File: config.mk
export PLATFORM = sky130hd
export DESIGN_NAME = reg_write_arbiter
export DESIGN_NICKNAME = d
export VERILOG_FILES = /design/src/rtl/reg_write_arbiter.sv
export SDC_FILE = /design/constraint.sdc
export NUM_CORES = 1
export LEC_CHECK = 0
export BUFFER_PORTS_ARGS = -buffer_cell sky130_fd_sc_hd__buf_4
export CAP_MARGIN = 5
export CORE_AREA = 2 2 39 41
export DETAILED_ROUTE_END_ITERATION = 8
export DIE_AREA = 0 0 41 43
export MAX_ROUTING_LAYER = met4
export PLACE_DENSITY = 0.75
export SYNTH_ARGS = -nofsm -noshare
export SYNTH_HDL_FRONTEND = slang
export SYNTH_SLANG_ARGS = --single-unit
File: constraint.sdc
create_clock -name CLK -period 2.75 [get_ports CLK]
set_input_delay 0.1375 -clock CLK [delete_from_list [all_inputs] [get_ports CLK]]
set_output_delay 0.1375 -clock CLK [all_outputs]
set_load 0.02 [all_outputs]
File: src/rtl/reg_write_arbiter.sv
// Two-requester write-port arbiter for an enable-gated register bank: one write every two cycles.
// Build option: define ARB_FIXED_PRIORITY_EN for fixed priority (requester 0 wins); default is round-robin.
module reg_write_arbiter #(
   parameter int unsigned DATA_W   = 4,
   parameter int unsigned NUM_REGS = 4,
   parameter int unsigned ADDR_W   = 2
) (
   input  logic                CLK,
   input  logic                RESET,
   input  logic                REQ0,
   input  logic [ADDR_W-1:0]   ADDR0,
   input  logic [DATA_W-1:0]   DATA0,
   output logic                ACK0,
   input  logic                REQ1,
   input  logic [ADDR_W-1:0]   ADDR1,
   input  logic [DATA_W-1:0]   DATA1,
   output logic                ACK1,
   output logic [NUM_REGS-1:0] REG_EN,
   output logic [DATA_W-1:0]   REG_DIN,
   output logic                BUSY,
   output logic                ADDR_ERR
);

   localparam int unsigned SLOTS = 2 ** ADDR_W;
   localparam logic [SLOTS-1:0] VALID_MASK = SLOTS'((64'(1) << NUM_REGS) - 64'(1));

   typedef enum logic {
      IDLE  = 1'b0,
      WRITE = 1'b1
   } state_e;

   state_e              state_q, state_d;
   logic                ack0_q, ack0_d;
   logic                ack1_q, ack1_d;
   logic [NUM_REGS-1:0] reg_en_q, reg_en_d;
   logic [DATA_W-1:0]   reg_din_q, reg_din_d;
   logic                busy_q, busy_d;
   logic                addr_err_q, addr_err_d;

   logic                grant1;
   logic [ADDR_W-1:0]   sel_addr;
   logic [DATA_W-1:0]   sel_data;
   logic [SLOTS-1:0]    decode;

`ifdef ARB_FIXED_PRIORITY_EN
   // Requester 0 always wins a tie; requester 1 only wins when alone.
   always_comb begin
      grant1 = REQ1 & ~REQ0;
   end
`else
   logic ptr_q, ptr_d;

   // Pointer names the preferred requester on a tie; a lone request always wins.
   always_comb begin
      grant1 = REQ1 & (~REQ0 | ptr_q);
      ptr_d  = ptr_q;
      if ((state_q == IDLE) && (REQ0 | REQ1)) begin
         ptr_d = ~grant1;
      end
   end

   always_ff @(posedge CLK or negedge RESET) begin
      if (!RESET) begin
         ptr_q <= 1'b0;
      end else begin
         ptr_q <= ptr_d;
      end
   end
`endif

   // Winner selection, address decode and next-state/output logic.
   always_comb begin
      sel_addr   = grant1 ? ADDR1 : ADDR0;
      sel_data   = grant1 ? DATA1 : DATA0;
      decode     = SLOTS'(1) << sel_addr;

      state_d    = IDLE;
      ack0_d     = 1'b0;
      ack1_d     = 1'b0;
      reg_en_d   = '0;
      reg_din_d  = '0;
      busy_d     = 1'b0;
      addr_err_d = 1'b0;

      case (state_q)
         IDLE: begin
            if (REQ0 | REQ1) begin
               state_d    = WRITE;
               ack0_d     = ~grant1;
               ack1_d     = grant1;
               reg_en_d   = NUM_REGS'(decode & VALID_MASK);
               reg_din_d  = sel_data;
               busy_d     = 1'b1;
               addr_err_d = ~|(decode & VALID_MASK);
            end
         end
         WRITE: begin
            state_d = IDLE;
         end
         default: begin
            state_d = IDLE;
         end
      endcase
   end

   always_ff @(posedge CLK or negedge RESET) begin
      if (!RESET) begin
         state_q    <= IDLE;
         ack0_q     <= 1'b0;
         ack1_q     <= 1'b0;
         reg_en_q   <= '0;
         reg_din_q  <= '0;
         busy_q     <= 1'b0;
         addr_err_q <= 1'b0;
      end else begin
         state_q    <= state_d;
         ack0_q     <= ack0_d;
         ack1_q     <= ack1_d;
         reg_en_q   <= reg_en_d;
         reg_din_q  <= reg_din_d;
         busy_q     <= busy_d;
         addr_err_q <= addr_err_d;
      end
   end

   assign ACK0     = ack0_q;
   assign ACK1     = ack1_q;
   assign REG_EN   = reg_en_q;
   assign REG_DIN  = reg_din_q;
   assign BUSY     = busy_q;
   assign ADDR_ERR = addr_err_q;

endmodule
=== Word level (Yosys, flattened, before mapping) ===
Cells that the tools add are included.

* Register bits after elaboration: 14
* Bits in latches: 0
* RAM bits: 0
* Memory bits (read-only): 0
* Input bits: 16
* Output and inout bits: 12
* Logic and storage cells: 33
* Memories kept: 0

* Add/sub/neg operators: 0
* $mul: 0
* Divide/modulo/power cells: 0
* Order comparisons: 0
* Equality and inequality tests: 0
* Shift-type cells: 1
* Muxes and demuxes: 15
* Bitwise logic cells: 6
* Reductions and logical operators: 3

{| class="wikitable"
|+ Operator list
! operator !! count
|-
| $mux W4 || 5
|-
| $mux W1 || 8
|-
| $reduce_or A4 Y1 || 1
|-
| $shl A1 B2 Y4 const A || 1
|-
| $not A1 Y1 || 3
|-
| $mux W2 || 1
|-
| $or A1 B1 Y1 || 2
|-
| $pmux W1 S2 || 1
|-
| $and A1 B1 Y1 || 1
|-
| $logic_and A1 B1 Y1 || 1
|-
| $logic_not A1 Y1 || 1
|}

=== Longest topological paths before layout ===
Gate-level depths: netlist (run 1).

* Word-level depth: 9
* Mapped depth: 5
* Gate-level depth less buffers: 3

=== Worst setup path before layout (run 1) ===
No wires, ideal clock.

* Kind: reg-to-reg
* From: reg ptr_q
* To: reg reg_en_q[2] (netlist: REG_EN[2])
* Arrival: 1.025 ns
* Required time: 2.672 ns
* Path slack: 1.647 ns
* Stages on the path, launching flop included: 4
* Buffers on the path: 0
* Clock period less this slack: 1.103 ns
* Path through: dfrtp_1 nor2b_4 or4b_1 a21oi_1

* Word-level cells in the longest chain between the ends: 6

{| class="wikitable"
|+ Ends and longest elaborated chain
! element !! line !! text
|-
| start, declared || 51 || <nowiki>logic ptr_q, ptr_d;</nowiki>
|-
| start signal, assigned || 66 || <nowiki>ptr_q <= ptr_d;</nowiki>
|-
| $or A1 B1 Y1 || 55 || <nowiki>grant1 = REQ1 & (~REQ0 | ptr_q);</nowiki>
|-
| $and A1 B1 Y1 || 55 ||
|-
| $mux W2 || 73 || <nowiki>sel_addr = grant1 ? ADDR1 : ADDR0;</nowiki>
|-
| $shl A1 B2 Y4 || 75 || <nowiki>decode = SLOTS'(1) << sel_addr;</nowiki>
|-
| $mux W4 || 87 || <nowiki>if (REQ0 | REQ1) begin</nowiki>
|-
| $mux W4 || 85 || <nowiki>case (state_q)</nowiki>
|-
| via reg_en_d[2] || 35 || <nowiki>logic [NUM_REGS-1:0] reg_en_q, reg_en_d;</nowiki>
|-
| end signal, assigned || 119 || <nowiki>reg_en_q <= reg_en_d;</nowiki>
|-
| end, declared || 35 ||
|}

The timed path passes the listed nets, and every way through them passes these cells.
A chain may end at the register's enable or synchronous reset.

=== Worst setup path after layout (run 1) ===
Same ends and word-level chain as after synthesis.

==> results of run 1 <==
==> metal layers <==
layer	global-route usage	up-vias	wire [µm]
li1	-	240	-
met1	0.188	234	486
met2	0.259	20	615
met3	0.0471	4	90
met4	0.140	0	36
met5	-	-	0
==> registers in the layout (all words and copies together), names as in the netlist <==
signal and count:
ACK0 1, ACK1 1, ADDR_ERR 1, BUSY 1, REG_DIN 4, REG_EN 4, ptr_q 1
==> repair_timing <==
action / 4_1_cts / 5_1_grt
endpoints found under the hold margin: 13 / 0
resized for setup: 0 / 0
setup buffers: 0 / 0
hold buffers: 1 / 0
setup endpoints to repair: 0 / 0
==> power by group through the flow <==
stage	sequential, mW	clock, mW	combinational (mW)
after floorplan	0.241	0	0.0406
after global placement	0.220	0	0.110
after detailed placement	0.221	0	0.112
after CTS	0.217	0.119	0.114
after global routing	0.220	0.128	0.124
final	0.217	0.113	0.113
==> synthesized netlist by cell type <==
library cell and instances:
nand3b_1 4, o21a_1 1, buf_2 2, inv_2 1
nand4b_1 1, or4_1 1, nor3_1 1, o21ai_0 3
inv_1 2, o211ai_1 1, nor2_1 1, buf_6 1
conb_1 1, dfrtp_1 13, o21ai_1 4, or4b_1 2
nor2b_4 1, o21bai_2 1, a21oi_1 9, nor2b_1 2
==> kinds of logic (layout without fill, tap and decap cells) <==
group	Yosys count	in the layout
compound gates	19	19
simple gates	13	13
buf+inv	6	35
other cells	1	1
flops	13	13
==> per-stage QoR <==
stage,setup WS (ps),area (µm²),power [mW],hold slack [ps],std cells
6_report,1550,807,0.443,136,97
5_1_grt,1510,807,0.471,130,97
4_1_cts,1550,807,0.450,126,97
3_5_place_dp,1570,771,0.334,-12.7,92
3_3_place_gp,1600,771,0.330,-12.3,92
2_1_floorplan,1650,569,0.281,-158,52
==> critical path, stage by stage, from the launching register on <==
cell and delay (ps):
dfrtp_1 390, nor2b_4 100, or4b_1 500, a21oi_1 130
==> how the worst min path moves through the flow <==
| stage | startpoint | endpoint | slack, ps | depth (start not counted) |
|---|---|---|---|---|
| global placement | RESET | ADDR_ERR | -10 | 1 |
| detailed placement | RESET | REG_DIN[0] | -10 | 1 |
| floorplan | RESET | ACK0 | -160 | 0 |
| global route | ADDR1[0] | REG_EN[2] | 130 | 3 |
| finish | DATA1[3] | REG_DIN[3] | 140 | 3 |
| CTS | DATA1[3] | REG_DIN[3] | 130 | 3 |
==> cell type report <==
cell class	instances	share of cell area
Sequential cell	13	0.403
Timing Repair Buffer	28	0.264
Inverter	3	0.0140
Clock buffer	4	0.0326
Multi-Input combinational cell	33	0.262
Tap cell	16	0.0248
==> flow_summary.ini, run 1 <==
[global_route]
grt_pass1_wl_mm = 1.95
grt_pass1_vias = 491
grt.overflow.total = 0
antenna_found_initial = 0
grt_usage = 0.176
grt_start_max_net_pins = 19

[synth]
synthCells = 52
syn_area_um2 = 569
synth_xor_area_frac = 0
synth_cell_types = 20
yosysWarnings = 0
synthMuxAreaShare = 0
avgSynthCellArea_um2 = 10.9
synth_top_area_cell = dfrtp_1
synth_nets = 68
synth_compound_area_frac = 0.187
ys_top_cells_by_area = dfrtp_1 (57%), a21oi_1 (7.9%), nand3b_1 (5.3%)
synth_seq_cells = 13
synthSimpleGateAreaFrac = 0.178
synth_top_area_share = 0.571
seq_area_frac_synth = 0.571
yosys.area_share.adder = 0
synth_top_family_by_area = compound AO/OA/AOI/OAI gates

[pwr]
p_leak_nw = 0.396
switching_share = 0.284
switching_power_uw = 126
power_density_nw_per_um2 = 549
pwr-share-seq = 0.490
internal_power_uw = 317
p_comb_frac = 0.254
ir_worst_vdd_mv = 0.384
pwr-share-clk = 0.256

[setup_path]
worst-path-max-fanout = 18
worstSetupPathType = flop to flop
r2r_slack_ps = 1550
crit_end = REG_EN[2]
worst_ep_arrival_time_ps = 1400
r2r-end = REG_EN[2]
cp-end-kind = flop
r2r_start = ptr_q
reg2regPathDepth = 3
worstPathRequired_ps = 2950
startpoint_type = flop
timing.critical_path.from = ptr_q

[routing]
drt_wl_total_mm = 1.23
antenna_left = 0
drt_iter0_drc = 5
route.detailed.drc = 0
first_pass_iters = 4
num_vias = 498
viasPerCell = 5.13
detail_route.wl_per_cell_um = 12.7

[final_layout]
diodes = 0
final_cell_mix = buf_4 (27), dfrtp_1 (13), a21oi_1 (9)
finalNetCount = 98
regArea_um2 = 325
fillers = 118
final_util = 0.583
layout-drive-gt1-share = 0.407
multiInputGateArea_um2 = 211
syn2layout_area_growth_pct = 41.8
final_common_cell = buf_4

[die]
design.core.area_um2 = 1380
dieArea_um2 = 1760
die_y_um = 43
rows = 14
die_w_um = 41
start_util = 0.411
pin_count = 28

[sta]
clock_skew_ps = 1.88
hold_viol_final = 0
timing.fmax_ghz = 0.837
period_needed_ps = 1200
report.final.setup_viol = 0
drv_slew = 0
rsz0062_at_grt = false
fin_tns_setup_ps = 0
fin_crit_sh = 0.435

[run_status]
status = finished, final reports clean

[clock_tree]
cts_tree = built
clock_sinks = 13
root_buffer = clkbuf_4
cts.clk_slew.worst_paths_ps = 70
cts_htree_levels = 1
clockBufferDepth = 2
worstSkewPairLatency_ps = 270
numCtsBuffers = 3

[placed_design]
port_buffers = 27
gp_congestion = 0.730
detailed_place_hpwl_um = 903

[min_path]
min_path_type = input pin to flop

[run]
max_cap_viol_count = 0
Power figures use the tool's default switching activity.
==> run 2, diff against run 1 <==
--- a/config.mk
+++ b/config.mk
@@ -7,11 +7,10 @@
 export LEC_CHECK = 0
 export BUFFER_PORTS_ARGS = -buffer_cell sky130_fd_sc_hd__buf_4
 export CAP_MARGIN = 5
-export CORE_AREA = 2 2 39 41
+export CORE_UTILIZATION = 42
 export DETAILED_ROUTE_END_ITERATION = 8
-export DIE_AREA = 0 0 41 43
 export MAX_ROUTING_LAYER = met4
-export PLACE_DENSITY = 0.75
+export PLACE_DENSITY = 0.74
 export SYNTH_ARGS = -nofsm -noshare
 export SYNTH_HDL_FRONTEND = slang
 export SYNTH_SLANG_ARGS = --single-unit
==> constraint.sdc (replaced) <==
create_clock -name CLK -period 1.1 [get_ports CLK]
set_input_delay 0.055 -clock CLK [delete_from_list [all_inputs] [get_ports CLK]]
set_output_delay 0.055 -clock CLK [all_outputs]
set_load 0.02 [all_outputs]
==> run 2 against run 1 <==
Against the previous run:
- the flow now finishes with violations (setup timing)
- via count decreased by 0.40%
- sequential cell count stayed put
- cell area up 5.3%
- clock skew increased by 1.4 ps
- clock-buffer cell count did not move
- fmax up 3.9%
- critical path depth unchanged
- combinational power increased to 2.8 times the previous value
- highest routed layer is now met3
==> flow_summary.ini, run 2 (synthesized netlist as in run 1, its figures left out) <==
[run_status]
status = finished with violations
violations = setup timing

[routing]
first_pass_iters = 2
route.detailed.drc = 0
viasPerCell = 4.96
drt_wl_total_mm = 1.23
num_vias = 496
drt_iter0_drc = 5
antenna_left = 0
detail_route.wl_per_cell_um = 12.3

[global_route]
grt_pass1_wl_mm = 2.12
antenna_found_initial = 0
grt_pass1_vias = 522
grt_start_max_net_pins = 14
grt.overflow.total = 0
grt_usage = 0.217

[clock_tree]
cts_htree_levels = 1
cts_tree = built
root_buffer = clkbuf_4
numCtsBuffers = 3
clock_sinks = 13
clockBufferDepth = 2
cts.clk_slew.worst_paths_ps = 80
worstSkewPairLatency_ps = 270

[min_path]
min_path_type = input pin to flop

[sta]
fin_crit_sh = 1.05
report.final.setup_viol = 4
timing.fmax_ghz = 0.869
setup_ws_ps = -50.7
rsz0062_at_grt = true
period_needed_ps = 1150
hold_viol_final = 0
drv_slew = 0
clock_skew_ps = 3.25

[placed_design]
port_buffers = 27
gp_congestion = 0.721
placedInstanceArea_um2 = 798
post-place-ws_ps = -50.7

[final_layout]
fillers = 102
layout-drive-gt1-share = 0.465
final_common_cell = buf_4
finalInstanceArea_um2 = 850
finalNetCount = 103
syn2layout_area_growth_pct = 49.2
final_cell_mix = buf_4 (32), dfrtp_1 (13), a21oi_1 (8)
diodes = 0

[setup_path]
worstPathRequired_ps = 1300
crit_chain = nor2b_4 -> or4b_4 -> a21oi_2
cp-end-kind = flop
startpoint_type = flop
worstSetupPathType = flop to flop
slowest_delay_ps = 510
worst-path-max-fanout = 6
critPathSlowestCell = or4b_4
worst_ep_arrival_time_ps = 1350

[die]
design.core.area_um2 = 1190
pin_count = 28
start_util = 0.480
die_w_um = 38.8
dieArea_um2 = 1510
rows = 12
die_y_um = 38.8

[run]
max_cap_viol_count = 0

[pwr]
switching_power_uw = 327
internal_power_uw = 819
p_comb_frac = 0.274
ir_worst_vdd_mv = 1.14
power_density_nw_per_um2 = 1350
p_leak_nw = 0.423
pwr-share-clk = 0.252
switching_share = 0.285
pwr-share-seq = 0.473
## run 2: cell types whose count changed in the layout (fill, tap and decap cells not counted), sizes merged
cell,delta
buf,+5
## run 2: critical path: cells and delay by family, from the launching register on
| kind | cells | cell delay [ps] |
|---|---|---|
| flip-flops | 1 | 390 |
| AND/OR/NAND/NOR | 2 | 580 |
| AO/OA/AOI/OAI | 1 | 120 |
## run 2: worst paths after layout
check,slack [ps],cells past startpoint,start,end
worst min-delay path,50,3,DATA0[2],REG_DIN[2]
min in group asynchronous,160,2,RESET,REG_EN[3]
worst max-delay path,-50,3,ptr_q,REG_EN[2]
worst max register to register,-50,3,ptr_q,REG_EN[2]
worst min register to register,470,1,BUSY,ACK1
max in group asynchronous,780,2,RESET,ACK0
## run 2: repair_timing
action	4_1_cts	5_1_grt
endpoints found under the hold margin	13	0
pin swaps	2	1
hold buffers	1	0
gates resized for setup	0	2
buffers inserted	1	0
gates cloned	0	0
endpoints found under the setup margin	2	6
## run 2: cell type report
| class | instances | area [µm²] | area share |
|---|---|---|---|
| clock buffer | 4 | 26.3 | 0.0309 |
| inverter | 3 | 11.3 | 0.0133 |
| multi-input combinational | 33 | 219 | 0.258 |
| sequential | 13 | 325 | 0.383 |
| tap | 14 | 17.5 | 0.0206 |
| timing repair buffer | 33 | 250 | 0.295 |
## run 2: power groups by stage
stage / logic [mW] / clock network (mW) / registers, mW
4_1_cts: 0.312 / 0.293 / 0.543
3_3_place_gp: 0.298 / 0 / 0.550
6_report: 0.314 / 0.289 / 0.542
5_1_grt: 0.344 / 0.329 / 0.547
2_1_floorplan: 0.101 / 0 / 0.602
3_5_place_dp: 0.303 / 0 / 0.552
## run 2: stage by stage
stage / power (mW) / setup TNS (ps) / cells / hold WS, ps / utilization
after floorplan: 0.704 / -3.06 / 52 / -241 / -
after global placement: 0.848 / -18.2 / 94 / -94.3 / 0.673
after detailed placement: 0.855 / -52.3 / 94 / -92.7 / 0.673
after CTS: 1.15 / -117 / 100 / 47.9 / 0.710
after global routing: 1.22 / -450 / 100 / 52.1 / 0.716
final: 1.15 / -108 / 100 / 49.1 / 0.716
## run 2: layer usage
metal,track usage,wire [µm]
met1,0.267,483
met2,0.346,683
met3,0.0520,67
met4,0.0776,0
met5,-,0
==> run 3, diff against run 2 <==
--- a/config.mk
+++ b/config.mk
@@ -7,10 +7,13 @@
 export LEC_CHECK = 0
 export BUFFER_PORTS_ARGS = -buffer_cell sky130_fd_sc_hd__buf_4
 export CAP_MARGIN = 5
-export CORE_UTILIZATION = 42
+export CORE_AREA = 2 2 39 41
+export CTS_BUF_LIST = sky130_fd_sc_hd__clkbuf_2
 export DETAILED_ROUTE_END_ITERATION = 8
+export DIE_AREA = 0 0 41 43
 export MAX_ROUTING_LAYER = met4
-export PLACE_DENSITY = 0.74
+export PLACE_DENSITY = 0.75
+export SKIP_CTS_REPAIR_TIMING = 1
 export SYNTH_ARGS = -nofsm -noshare
 export SYNTH_HDL_FRONTEND = slang
 export SYNTH_SLANG_ARGS = --single-unit
==> run 3 against run 2 <==
Against the previous run:
- the flow still finishes with violations (setup timing)
- die area grew 17%
- critical path depth is the same
- clock skew grew 1.6 ps
- clock-buffer cell count is the same
- worst setup slack lost 29 ps
- power shrank 5.1%
- cell count shrank 1.0%
- register-to-register slack lost 30 ps
- clock power shrank 15%
- via count grew 6.0%
- largest power group unchanged
==> flow_summary.ini, run 3 (synthesized netlist as in run 1, its figures left out) <==
[final_layout]
final_cell_mix = buf_4 (29), dfrtp_1 (13), a21oi_1 (8)
finalNetCount = 100
layout-drive-gt1-share = 0.458
diodes = 0
finalInstanceArea_um2 = 823
fin_cells = 99
syn2layout_area_growth_pct = 44.6
final_util = 0.595
final_common_cell = buf_4

[die]
pin_count = 28
design.core.area_um2 = 1380
start_util = 0.411
die_y_um = 43
rows = 14
dieArea_um2 = 1760
die_w_um = 41

[setup_path]
cp-end-kind = flop
slowest_delay_ps = 510
r2r_start = ptr_q
path_buf_inv = 0
startpoint_type = flop
worst_ep_arrival_time_ps = 1380
crit_chain = nor2b_4 -> or4b_4 -> a21oi_2
crit_family = simple AND/OR/NAND/NOR gates
r2r-end = REG_EN[2]
r2r_slack_ps = -80
worstPathRequired_ps = 1300
critPathSlowestCell = or4b_4
worstSetupPathType = flop to flop
reg2regPathDepth = 3
worst-path-max-fanout = 5

[routing]
first_pass_iters = 4
viasPerCell = 5.31
drt_iter0_drc = 7
route.detailed.drc = 0
drt_wl_total_mm = 1.30
num_vias = 526
antenna_left = 0
detail_route.wl_per_cell_um = 13.1

[min_path]
min_path_type = input pin to flop
hold_end = REG_DIN[0]
min_from = DATA1[0]
hold_depth = 3

[pwr]
internal_power_uw = 759
pwr-share-seq = 0.499
p_comb_frac = 0.273
switching_share = 0.301
pwr-share-clk = 0.228
p_leak_nw = 0.409
ir_worst_vdd_mv = 0.767
switching_power_uw = 327
power_density_nw_per_um2 = 1320

[global_route]
gr-max-usage-layer = met2
grt_pass1_vias = 462
grt_usage = 0.175
gr-usage-met2 = 0.263
grt_pass1_wl_mm = 1.90
grt.overflow.total = 0
grt_util_met3 = 0.0628
use_met1 = 0.189
antenna_found_initial = 0
grt_start_max_net_pins = 15

[sta]
hold_viol_final = 0
period_needed_ps = 1180
fin_tns_setup_ps = -122
report.final.setup_viol = 2
drv_slew = 0
fin_crit_sh = 1.07
timing.fmax_ghz = 0.848
clock_skew_ps = 4.85
setup_ws_ps = -79.4
rsz0062_at_grt = true

[placed_design]
port_buffers = 27
post-place-ws_ps = -30.2
dp.cells = 94
placedInstanceArea_um2 = 786
gp_congestion = 0.783
detailed_place_hpwl_um = 965

[clock_tree]
worstSkewPairLatency_ps = 260
clock_sinks = 13
numCtsBuffers = 3
cts_htree_levels = 1
cts.clk_slew.worst_paths_ps = 130
root_buffer = clkbuf_2
clockBufferDepth = 2
cts_tree = built

[run_status]
status = finished with violations
violations = setup timing

[run]
max_cap_viol_count = 0
## run 3: worst min-delay path: stages
cell      delay [ps]
buf_4            110
nand3b_1          70
a21oi_1           60
## run 3: power groups by stage
stage	sequential [mW]	combinational, mW	clock [mW]
after global placement	0.551	0.286	0
final	0.543	0.297	0.247
after floorplan	0.602	0.101	0
after global routing	0.547	0.322	0.285
after detailed placement	0.553	0.291	0
after CTS	0.543	0.291	0.256
## run 3: how the worst max path moves through the flow
| stage | start | to | slack (ps) | cells past startpoint |
|---|---|---|---|---|
| global route | ptr_q | REG_EN[2] | -130 | 3 |
| floorplan | ptr_q | REG_EN[2] | -3 | 3 |
| CTS | ptr_q | REG_EN[2] | -60 | 3 |
| global placement | ptr_q | REG_EN[2] | -10 | 3 |
| finish | ptr_q | REG_EN[2] | -80 | 3 |
| detailed placement | ptr_q | REG_EN[2] | -30 | 3 |
## run 3: area by class of cell
| cell class | count | area, µm² |
|---|---|---|
| Multi-Input combinational cell | 33 | 219 |
| Inverter | 3 | 11.3 |
| Tap cell | 16 | 20.0 |
| Fill cell | 129 | 561 |
| Clock buffer | 4 | 20.0 |
| Timing Repair Buffer | 30 | 228 |
| Sequential cell | 13 | 325 |
## run 3: per-stage QoR
step	power, mW	hold slack [ps]
4_1_cts	1.09	-401
6_report	1.09	48.4
2_1_floorplan	0.704	-241
3_3_place_gp	0.837	-93.9
3_5_place_dp	0.844	-93.0
5_1_grt	1.15	21.3
## run 3: per-layer routing
layer	share of wire	wire length, µm	vias to the layer above
met1	0.42	545	256
met3	0.067	87	2
met4	0.015	19	0
met5	0	0	-
met2	0.50	645	20
li1	-	-	248
